File: src/rtl/sevenseg_countdown_display.sv
// MM:SS BCD countdown timer driving a 4-digit multiplexed common-anode display.
// Consumes a 1 Hz tick and a digit-scan strobe; start toggles run/pause, clear reloads.
module sevenseg_countdown_display #(
  parameter int START_MIN = 1,
  parameter int START_SEC = 30
) (
  input  logic       clk,
  input  logic       rst,
  input  logic       tick_1hz,
  input  logic       scan_en,
  input  logic       start,
  input  logic       clear,
  output logic [3:0] an,
  output logic [6:0] seg,
  output logic       dp,
  output logic       running,
  output logic       time_up
);

  typedef enum logic [1:0] {
    S_IDLE   = 2'd0,
    S_RUN    = 2'd1,
    S_PAUSED = 2'd2,
    S_DONE   = 2'd3
  } state_t;

  localparam logic [3:0] P_M_T = 4'(START_MIN / 10);
  localparam logic [3:0] P_M_O = 4'(START_MIN % 10);
  localparam logic [3:0] P_S_T = 4'(START_SEC / 10);
  localparam logic [3:0] P_S_O = 4'(START_SEC % 10);

  state_t     r_state, w_state_next;
  logic [3:0] r_m_t, r_m_o, r_s_t, r_s_o;
  logic [3:0] w_m_t_next, w_m_o_next, w_s_t_next, w_s_o_next;
  logic [3:0] w_dec_m_t, w_dec_m_o, w_dec_s_t, w_dec_s_o;
  logic       r_blink, w_blink_next;
  logic       r_time_up, w_time_up_next;
  logic       r_running;
  logic       w_is_zero, w_is_one;

  logic [1:0] r_idx;
  logic [3:0] r_an;
  logic [6:0] r_seg;
  logic       r_dp;
  logic [3:0] w_an_sel;
  logic [3:0] w_digit;
  logic [6:0] w_seg_dec;
  logic       w_blank;

  assign w_is_zero = (r_m_t == 4'd0) && (r_m_o == 4'd0) && (r_s_t == 4'd0) && (r_s_o == 4'd0);
  assign w_is_one  = (r_m_t == 4'd0) && (r_m_o == 4'd0) && (r_s_t == 4'd0) && (r_s_o == 4'd1);

  // Cascaded BCD borrow: each digit rolls over only when every lower digit is zero.
  always_comb begin
    w_dec_m_t = r_m_t;
    w_dec_m_o = r_m_o;
    w_dec_s_t = r_s_t;
    w_dec_s_o = r_s_o;
    if (r_s_o != 4'd0) begin
      w_dec_s_o = r_s_o - 4'd1;
    end else begin
      w_dec_s_o = 4'd9;
      if (r_s_t != 4'd0) begin
        w_dec_s_t = r_s_t - 4'd1;
      end else begin
        w_dec_s_t = 4'd5;
        if (r_m_o != 4'd0) begin
          w_dec_m_o = r_m_o - 4'd1;
        end else begin
          w_dec_m_o = 4'd9;
          w_dec_m_t = r_m_t - 4'd1;
        end
      end
    end
  end

  // Next-state logic: clear beats start, start beats tick.
  always_comb begin
    w_state_next   = r_state;
    w_m_t_next     = r_m_t;
    w_m_o_next     = r_m_o;
    w_s_t_next     = r_s_t;
    w_s_o_next     = r_s_o;
    w_blink_next   = r_blink;
    w_time_up_next = 1'b0;
    if (clear) begin
      w_state_next = S_IDLE;
      w_m_t_next   = P_M_T;
      w_m_o_next   = P_M_O;
      w_s_t_next   = P_S_T;
      w_s_o_next   = P_S_O;
      w_blink_next = 1'b0;
    end else begin
      case (r_state)
        S_IDLE: begin
          if (start) begin
            if (w_is_zero) begin
              w_state_next   = S_DONE;
              w_time_up_next = 1'b1;
            end else begin
              w_state_next = S_RUN;
            end
          end
        end
        S_RUN: begin
          if (start) begin
            w_state_next = S_PAUSED;
          end else if (tick_1hz && !w_is_zero) begin
            w_m_t_next = w_dec_m_t;
            w_m_o_next = w_dec_m_o;
            w_s_t_next = w_dec_s_t;
            w_s_o_next = w_dec_s_o;
            if (w_is_one) begin
              w_state_next   = S_DONE;
              w_time_up_next = 1'b1;
            end
          end
        end
        S_PAUSED: begin
          if (start) begin
            w_state_next = S_RUN;
          end
        end
        S_DONE: begin
          if (tick_1hz) begin
            w_blink_next = ~r_blink;
          end
        end
        default: begin
          w_state_next = S_IDLE;
        end
      endcase
    end
  end

  // State, digit and status registers.
  always_ff @(posedge clk or posedge rst) begin
    if (rst) begin
      r_state   <= S_IDLE;
      r_m_t     <= P_M_T;
      r_m_o     <= P_M_O;
      r_s_t     <= P_S_T;
      r_s_o     <= P_S_O;
      r_blink   <= 1'b0;
      r_time_up <= 1'b0;
      r_running <= 1'b0;
    end else begin
      r_state   <= w_state_next;
      r_m_t     <= w_m_t_next;
      r_m_o     <= w_m_o_next;
      r_s_t     <= w_s_t_next;
      r_s_o     <= w_s_o_next;
      r_blink   <= w_blink_next;
      r_time_up <= w_time_up_next;
      r_running <= (w_state_next == S_RUN);
    end
  end

  // One-hot-low anode pattern for the current scan index.
  genvar gi;
  generate
    for (gi = 0; gi < 4; gi++) begin : g_an
      assign w_an_sel[gi] = (r_idx != 2'(gi));
    end
  endgenerate

  // Digit selected by the scan index: 0 = seconds ones ... 3 = minutes tens.
  always_comb begin
    w_digit = r_s_o;
    case (r_idx)
      2'd0:    w_digit = r_s_o;
      2'd1:    w_digit = r_s_t;
      2'd2:    w_digit = r_m_o;
      default: w_digit = r_m_t;
    endcase
  end

  // Active-low segment decode {g,f,e,d,c,b,a}; non-BCD values blank.
  always_comb begin
    w_seg_dec = 7'b1111111;
    case (w_digit)
      4'd0:    w_seg_dec = 7'b1000000;
      4'd1:    w_seg_dec = 7'b1111001;
      4'd2:    w_seg_dec = 7'b0100100;
      4'd3:    w_seg_dec = 7'b0110000;
      4'd4:    w_seg_dec = 7'b0011001;
      4'd5:    w_seg_dec = 7'b0010010;
      4'd6:    w_seg_dec = 7'b0000010;
      4'd7:    w_seg_dec = 7'b1111000;
      4'd8:    w_seg_dec = 7'b0000000;
      4'd9:    w_seg_dec = 7'b0010000;
      default: w_seg_dec = 7'b1111111;
    endcase
  end

  assign w_blank = (r_state == S_DONE) && r_blink;

  // Scanner: latch the current digit onto the pins and advance the index on each scan strobe.
  always_ff @(posedge clk or posedge rst) begin
    if (rst) begin
      r_idx <= 2'd0;
      r_an  <= 4'b1111;
      r_seg <= 7'b1111111;
      r_dp  <= 1'b1;
    end else if (scan_en) begin
      r_idx <= r_idx + 2'd1;
      r_an  <= w_an_sel;
      r_seg <= w_blank ? 7'b1111111 : w_seg_dec;
      r_dp  <= w_blank ? 1'b1 : (r_idx != 2'd2);
    end
  end

  assign an      = r_an;
  assign seg     = r_seg;
  assign dp      = r_dp;
  assign running = r_running;
  assign time_up = r_time_up;

endmodule

File: config.mk
export PLATFORM = sky130hd
export DESIGN_NAME = sevenseg_countdown_display
export DESIGN_NICKNAME = d
export VERILOG_FILES = /design/src/rtl/sevenseg_countdown_display.sv
export SDC_FILE = /design/constraint.sdc
export NUM_CORES = 1
export LEC_CHECK = 0
export ABC_AREA = 1
export CELL_PAD_IN_SITES_DETAIL_PLACEMENT = 1
export CELL_PAD_IN_SITES_GLOBAL_PLACEMENT = 2
export CORE_MARGIN = 1
export CORE_UTILIZATION = 33
export CTS_CLUSTER_SIZE = 25
export DETAILED_ROUTE_END_ITERATION = 7
export HOLD_SLACK_MARGIN = 0.1
export PLACE_DENSITY = 0.79
export SLEW_MARGIN = 20
export SYNTH_ARGS = -nofsm -noshare
export SYNTH_HDL_FRONTEND = slang
export SYNTH_SLANG_ARGS = --single-unit
File: constraint.sdc
create_clock -name clk -period 2.2 [get_ports clk]
set_input_delay 0.33 -clock clk [delete_from_list [all_inputs] [get_ports clk]]
set_output_delay 0.33 -clock clk [all_outputs]
set_load 0.01 [all_outputs]
== Word level (Yosys, flattened, before mapping) ==
Memory sizes are Yosys's and may differ from the RTL's.
Cells that the tools add are included.

* Add/sub/neg operators: 5
* Bitwise operators: 1
* Reduce and logical (&&, ||, !) cells: 26
* Multiplexer cells: 46
* Eq/ne operators: 14

{| class="wikitable"
|+ Operators by type and width
! cell !! number
|-
| two-way mux 4 bit || 25
|-
| logical NOT 4 bit || 4
|-
| subtractor 4 x 1 -> 4 bit (second input constant) || 4
|-
| two-way mux 2 bit || 7
|-
| case mux 4 bit (3 select lines) || 1
|-
| nonzero test 4 bit || 3
|-
| two-way mux 1 bit || 10
|-
| inequality test 2 bit (second input constant) || 5
|-
| nonzero test 2 bit || 5
|-
| two-way mux 7 bit || 1
|-
| == test 2 x 1 -> 1 bit (second input constant) || 3
|-
| == test 2 bit (second input constant) || 3
|-
| logical AND 1 bit || 6
|-
| case mux 2 bit (3 select lines) || 1
|-
| AND reduction 6 bit || 1
|-
| AND reduction 5 bit || 1
|-
| == test 4 x 1 -> 1 bit (second input constant) || 1
|-
| logical NOT 2 bit || 2
|-
| inequality test 2 x 1 -> 1 bit (second input constant) || 2
|-
| AND reduction 4 bit || 1
|-
| AND reduction 3 bit || 1
|-
| adder 2 x 1 -> 2 bit (second input constant) || 1
|-
| case mux 1 bit (2 select lines) || 1
|-
| AND reduction 2 bit || 1
|-
| 2 further kinds || 2
|}

* Input port bits: 6
* Output and inout bits: 14
* Bits in registers: 35
* Logic and storage cells: 105
* Memory bits (read-only): 112
* Memories: 1

{| class="wikitable"
|+ Memories
! memory !! words !! width !! read ports !! clocked after memory_dff !! write ports !! line !! RTL
|-
| (name not given) || 16 || 7 || 1 || 0 || 0 || 181 || <nowiki>case (w_digit)</nowiki>
|}

== Longest topological paths before layout ==
* Word-level depth: 11
* Mapped depth: 13
* Depth with buffers taken out: 13

== Worst setup path before layout ==
No wires, ideal clock.

* Path kind: reg-to-reg
* From: register r_idx[0]
* To: register r_seg[1], in the netlist seg[1]
* Clock period less this slack: 1.957 ns
* Cell stages (with the launch flop): 13
* Setup time: 0.059 ns
* Required time: 2.141 ns
* Buffers on the path: 0
* Data arrival time: 1.898 ns
* Slack: 0.243 ns
* Path through: dfrtp_1 > inv_1 > ha_1 > inv_1 > o21ai_1 > nor2_1 > a21oi_1 > inv_1 > ha_1 > or2_1 > nand3_1 > o21ai_1 > inv_1

* Longest elaborated chain between the ends: 4
* Elaborated cells between the ends (all ways): 6
* Classes of those cells: eq/ne (2); mux (2); reduce/logical (1); memory (1)

{| class="wikitable"
|+ RTL lines
! item !! line !! RTL
|-
| start: declaration || 41 || <nowiki>logic [1:0] r_idx;</nowiki>
|-
| start signal: assignment || 206 || <nowiki>r_idx <= r_idx + 2'd1;</nowiki>
|-
| == test 2 bit (tied with other cells) || 170 || <nowiki>case (r_idx)</nowiki>
|-
| case mux 4 bit (3 select lines) (*) || 170 ||
|-
| memory (16 x 7 bit) (*) || -- ||
|-
| two-way mux 7 bit (*) || 208 || <nowiki>r_seg <= w_blank ? 7'b1111111 : w_seg_dec;</nowiki>
|-
| end signal: assignment || 208 ||
|-
| end: declaration || 43 || <nowiki>logic [6:0] r_seg;</nowiki>
|}

Mark *: on every way between the ends. The rest lies on a longest branch, timed or not.
A chain may end at the register's enable or synchronous reset.

== Worst setup path in the final report ==
* From: register r_idx[1]
* To: register r_seg[1], in the netlist seg[1]

The elaborated chain is that of the path after synthesis.

==> results.md <==
- Max Cap Violations: 0
- Min Hold Slack: 451 ps
- Number of clock sinks seen by CTS: 35
- Combined area of all synthesized cells: 2160 um2
- Starting density of the core: 0.340
- N_diodes: 0
- Proportion of power drawn by flip-flops and latches: 0.346
- WL final: between 5000 and 6000 um
- Synth warnings: 0
- Number of DRC violations after detailed routing: 0
- Max-slew headroom: 0.688
- Mean post-synth cell area: 7.69 um2
- Rows: 29
- Starting DRC count in detailed routing: between 60 and 70
- Dpl ws: around 150 ps
- Power dissipated by switching net loads: 1.26 mW
- P&R area growth vs syn: 19.0%
- H-tree level count: 2
- Global-route congestion overflow total: 0
- Power density of the placed cells: 1180 nW/um2
- Element type at the critical path start: flop
- Cell family with the largest share of critical-path delay: adder cells
- Global-route wire length before repair: 9550 um
- Top-Level Pins: 20
- Crit path max-delay cell type: sky130_fd_sc_hd__dfrtp_1
- Die height: between 80 and 90 um
- Crit path buf inv count: 4
- Largest clock skew in the final design: 7.27 ps
- Minimum period implied by the final worst setup slack: 1990 ps
- Clock buffer depth: 2
- Data required time at the worst endpoint: 2430 ps
- Proportion of layout cells with a drive suffix above 1: 0.206
- First drt pass iteration count: 4
- TritonCTS clock tree: yes
- Global-route usage over all layers: 0.173
- Maximum number of pins on one net before global-route repair: 36
- Core footprint: 6350 um2
- Setup repair after global routing missed its margin: no
- Clock Pin Slew Worst Setup and Hold Paths: 70 ps
- Inserted Clock Buffers: 5
- Per-cell routed wire length: 13.7 um
- Final worst-path setup slack: 211 ps
- Initial antenna violation count: 0
- Relative contribution of the clock network to total power: 0.149
- Overall power after layout: 3.03 mW
- CP cell instances: inv_1 > ha_2 > inv_1 > o21ai_0 > nor2_1 > a21oi_2 > inv_1 > ha_1 > or2_1 > nand3_1 > o21ai_1 > inv_1
- Footprint of the flip-flops and latches: 896 um2
- Max-slew violation count: 0
- Most common cell on crit path: sky130_fd_sc_hd__inv_1
- Cell taking the most area after synthesis: sky130_fd_sc_hd__dfrtp_1
- Post-detail-place hpwl: 4030 um
- Yosys top cell area share: 0.231
- Clock latency on the worst-skew pair: 290 ps
- Top area cells in the synthesized netlist: sky130_fd_sc_hd__dfrtp_1 23%, sky130_fd_sc_hd__dfstp_2 18%, sky130_fd_sc_hd__nand2_1 10%
- Post-detailed-route via-to-cell ratio: 4.82
- Transition time at the pin with the least slew margin: 468 ps
- Critical path capture point type: flop
- Timing-limited maximum frequency: 0.503 GHz
- Endpoints failing hold: 0
- Run status: finished, final reports clean
- Worst min-delay path category: in2async
- Synthesized instance count: ~280
- Area of the die: 6880 um2
- Internal power consumption: about 1.8 mW
- IR Drop Worst-Case VDD: between 0.5 and 0.6 mV
- Synth cell types: 25
- Net total in the final layout: 331
- Final total negative setup slack: 0 ps
- Relative contribution of combinational cells to total power: 0.505
- Critical Path AT: roughly 2200 ps
- Setup violation total in the final timing report: 0
- Fraction of the yosys area taken by sequential cells: 0.414
- ANT nets after route: 0
- FF+latch count, synth: 35
- Routability congestion estimate from global placement: just under 0.8
- Root buffer cell: sky130_fd_sc_hd__clkbuf_8
- Vias in the first global route: 2,026
- Leak pwr: 1.23 nW
- Die span in x: 82.9 um
- Worst setup path class: reg2reg
- Critical Path Fanout Max: 4
- Syn nets: about 300
- Fill cell count: around 790
- Minimum setup slack among reg-to-reg paths: approximately 210 ps
- Share of total power consumed by net switching: 0.415
- Via Count: 1,870
- Setup Fix Bufs, Post-CTS: 0
- Multi-input gate area: about 1100 um2
- Crit share post-route: 0.904
- Number of buffers inserted by port buffering: 19
- Slowest Stage Delay on Critical Path: 420 ps
-- worst paths after layout --
check	startpoint	depth (start not counted)	endpoint
setup / recovery	r_idx[1]	12	seg[1]
hold / removal	rst	3	r_idx[1]
setup reg to reg	r_idx[1]	12	seg[1]
hold reg to reg	an[2]	2	an[2]
max in group asynchronous	rst	3	seg[2]
min in group clk	an[2]	2	an[2]
-- layer usage --
metal  track usage  vias to the layer above  share of wire
met4        0.0564                        0          0.013
met2         0.306                       25           0.50
met1         0.213                      896           0.46
li1              -                      942              -
met3        0.0298                        7          0.023
met5             0                        -              0
-- tightest hold or removal path: cells and delay by family --
kind,cells,cell delay (ps)
buf+inv,3,850
-- synthesized netlist by cell type --
library cell,instances
sky130_fd_sc_hd__a21oi_1,9
sky130_fd_sc_hd__a31oi_1,1
sky130_fd_sc_hd__clkbuf_1,3
sky130_fd_sc_hd__dfrtp_1,20
sky130_fd_sc_hd__dfstp_2,15
sky130_fd_sc_hd__ha_1,15
sky130_fd_sc_hd__inv_1,34
sky130_fd_sc_hd__inv_2,10
sky130_fd_sc_hd__nand2_1,60
sky130_fd_sc_hd__nand2_2,3
sky130_fd_sc_hd__nand2_4,3
sky130_fd_sc_hd__nand3_1,17
sky130_fd_sc_hd__nand3_2,1
sky130_fd_sc_hd__nand4_1,2
sky130_fd_sc_hd__nand4_2,1
sky130_fd_sc_hd__nor2_1,32
sky130_fd_sc_hd__nor2_2,4
sky130_fd_sc_hd__nor2_4,1
sky130_fd_sc_hd__nor3_1,2
sky130_fd_sc_hd__o21ai_0,16
sky130_fd_sc_hd__o21ai_1,16
sky130_fd_sc_hd__o21ai_2,7
sky130_fd_sc_hd__or2_1,1
sky130_fd_sc_hd__or2_2,4
sky130_fd_sc_hd__xor2_1,4
-- cell usage in the layout, fill, tap and decap left out, types with 3 or more instances in the layout --
master	synthesis	routed
sky130_fd_sc_hd__a21oi_1	9	8
sky130_fd_sc_hd__buf_4	0	6
sky130_fd_sc_hd__clkbuf_1	3	3
sky130_fd_sc_hd__clkbuf_8	0	5
sky130_fd_sc_hd__clkdlybuf4s50_1	0	19
sky130_fd_sc_hd__dfrtp_1	20	19
sky130_fd_sc_hd__dfstp_2	15	15
sky130_fd_sc_hd__ha_1	15	13
sky130_fd_sc_hd__inv_1	34	34
sky130_fd_sc_hd__inv_2	10	10
sky130_fd_sc_hd__nand2_1	60	60
sky130_fd_sc_hd__nand2_2	3	3
sky130_fd_sc_hd__nand2_4	3	3
sky130_fd_sc_hd__nand3_1	17	17
sky130_fd_sc_hd__nor2_1	32	32
sky130_fd_sc_hd__nor2_2	4	4
sky130_fd_sc_hd__o21ai_0	16	16
sky130_fd_sc_hd__o21ai_1	16	16
sky130_fd_sc_hd__o21ai_2	7	7
sky130_fd_sc_hd__or2_2	4	4
sky130_fd_sc_hd__xor2_1	4	4
-- power by group through the flow --
stage | clock network, mW | logic [mW] | registers (mW)
after global routing | 0.497 | 1.78 | 1.08
after detailed placement | 0 | 1.54 | 1.06
final | 0.452 | 1.53 | 1.05
after floorplan | 0 | 0.984 | 1.08
after CTS | 0.473 | 1.55 | 1.05
after global placement | 0 | 1.50 | 1.05
-- kinds of logic after synthesis --
kind of cell             after synthesis  synth area share
AO/OA/AOI/OAI                         49             0.126
XOR/XNOR                               4            0.0162
adder cells (fa/ha/maj)               15            0.0868
buffers and inverters                 47            0.0816
flip-flops                            35             0.414
AND/OR/NAND/NOR                      131             0.275
-- layout make-up --
class / count / area share
multi-input cells: 199 / 0.428
flip-flops and latches: 35 / 0.348
repair buffers: 25 / 0.0914
inverters: 44 / 0.0642
well taps: 77 / 0.0375
clock buffers: 8 / 0.0311
-- sequential cells by signal (all words and copies together), names as in the netlist --
signal   flops
time_up      1
r_idx        2
r_m_o        4
dp           1
r_m_t        4
r_blink      1
seg          7
an           4
r_s_o        4
r_state      2
running      1
r_s_t        4
-- per-stage QoR --
stage,instances,util,cell area [um2]
2_1_floorplan,281,-,2160
3_3_place_gp,380,0.391,2480
3_5_place_dp,380,0.391,2480
4_1_cts,388,0.404,2560
5_1_grt,388,0.405,2570
6_report,388,0.405,2570
-- timing repair --
action,in CTS,in global routing
gates resized for setup,0,4
setup endpoints to repair,0,4
hold buffers,0,0
Power figures use the tool's default switching activity.
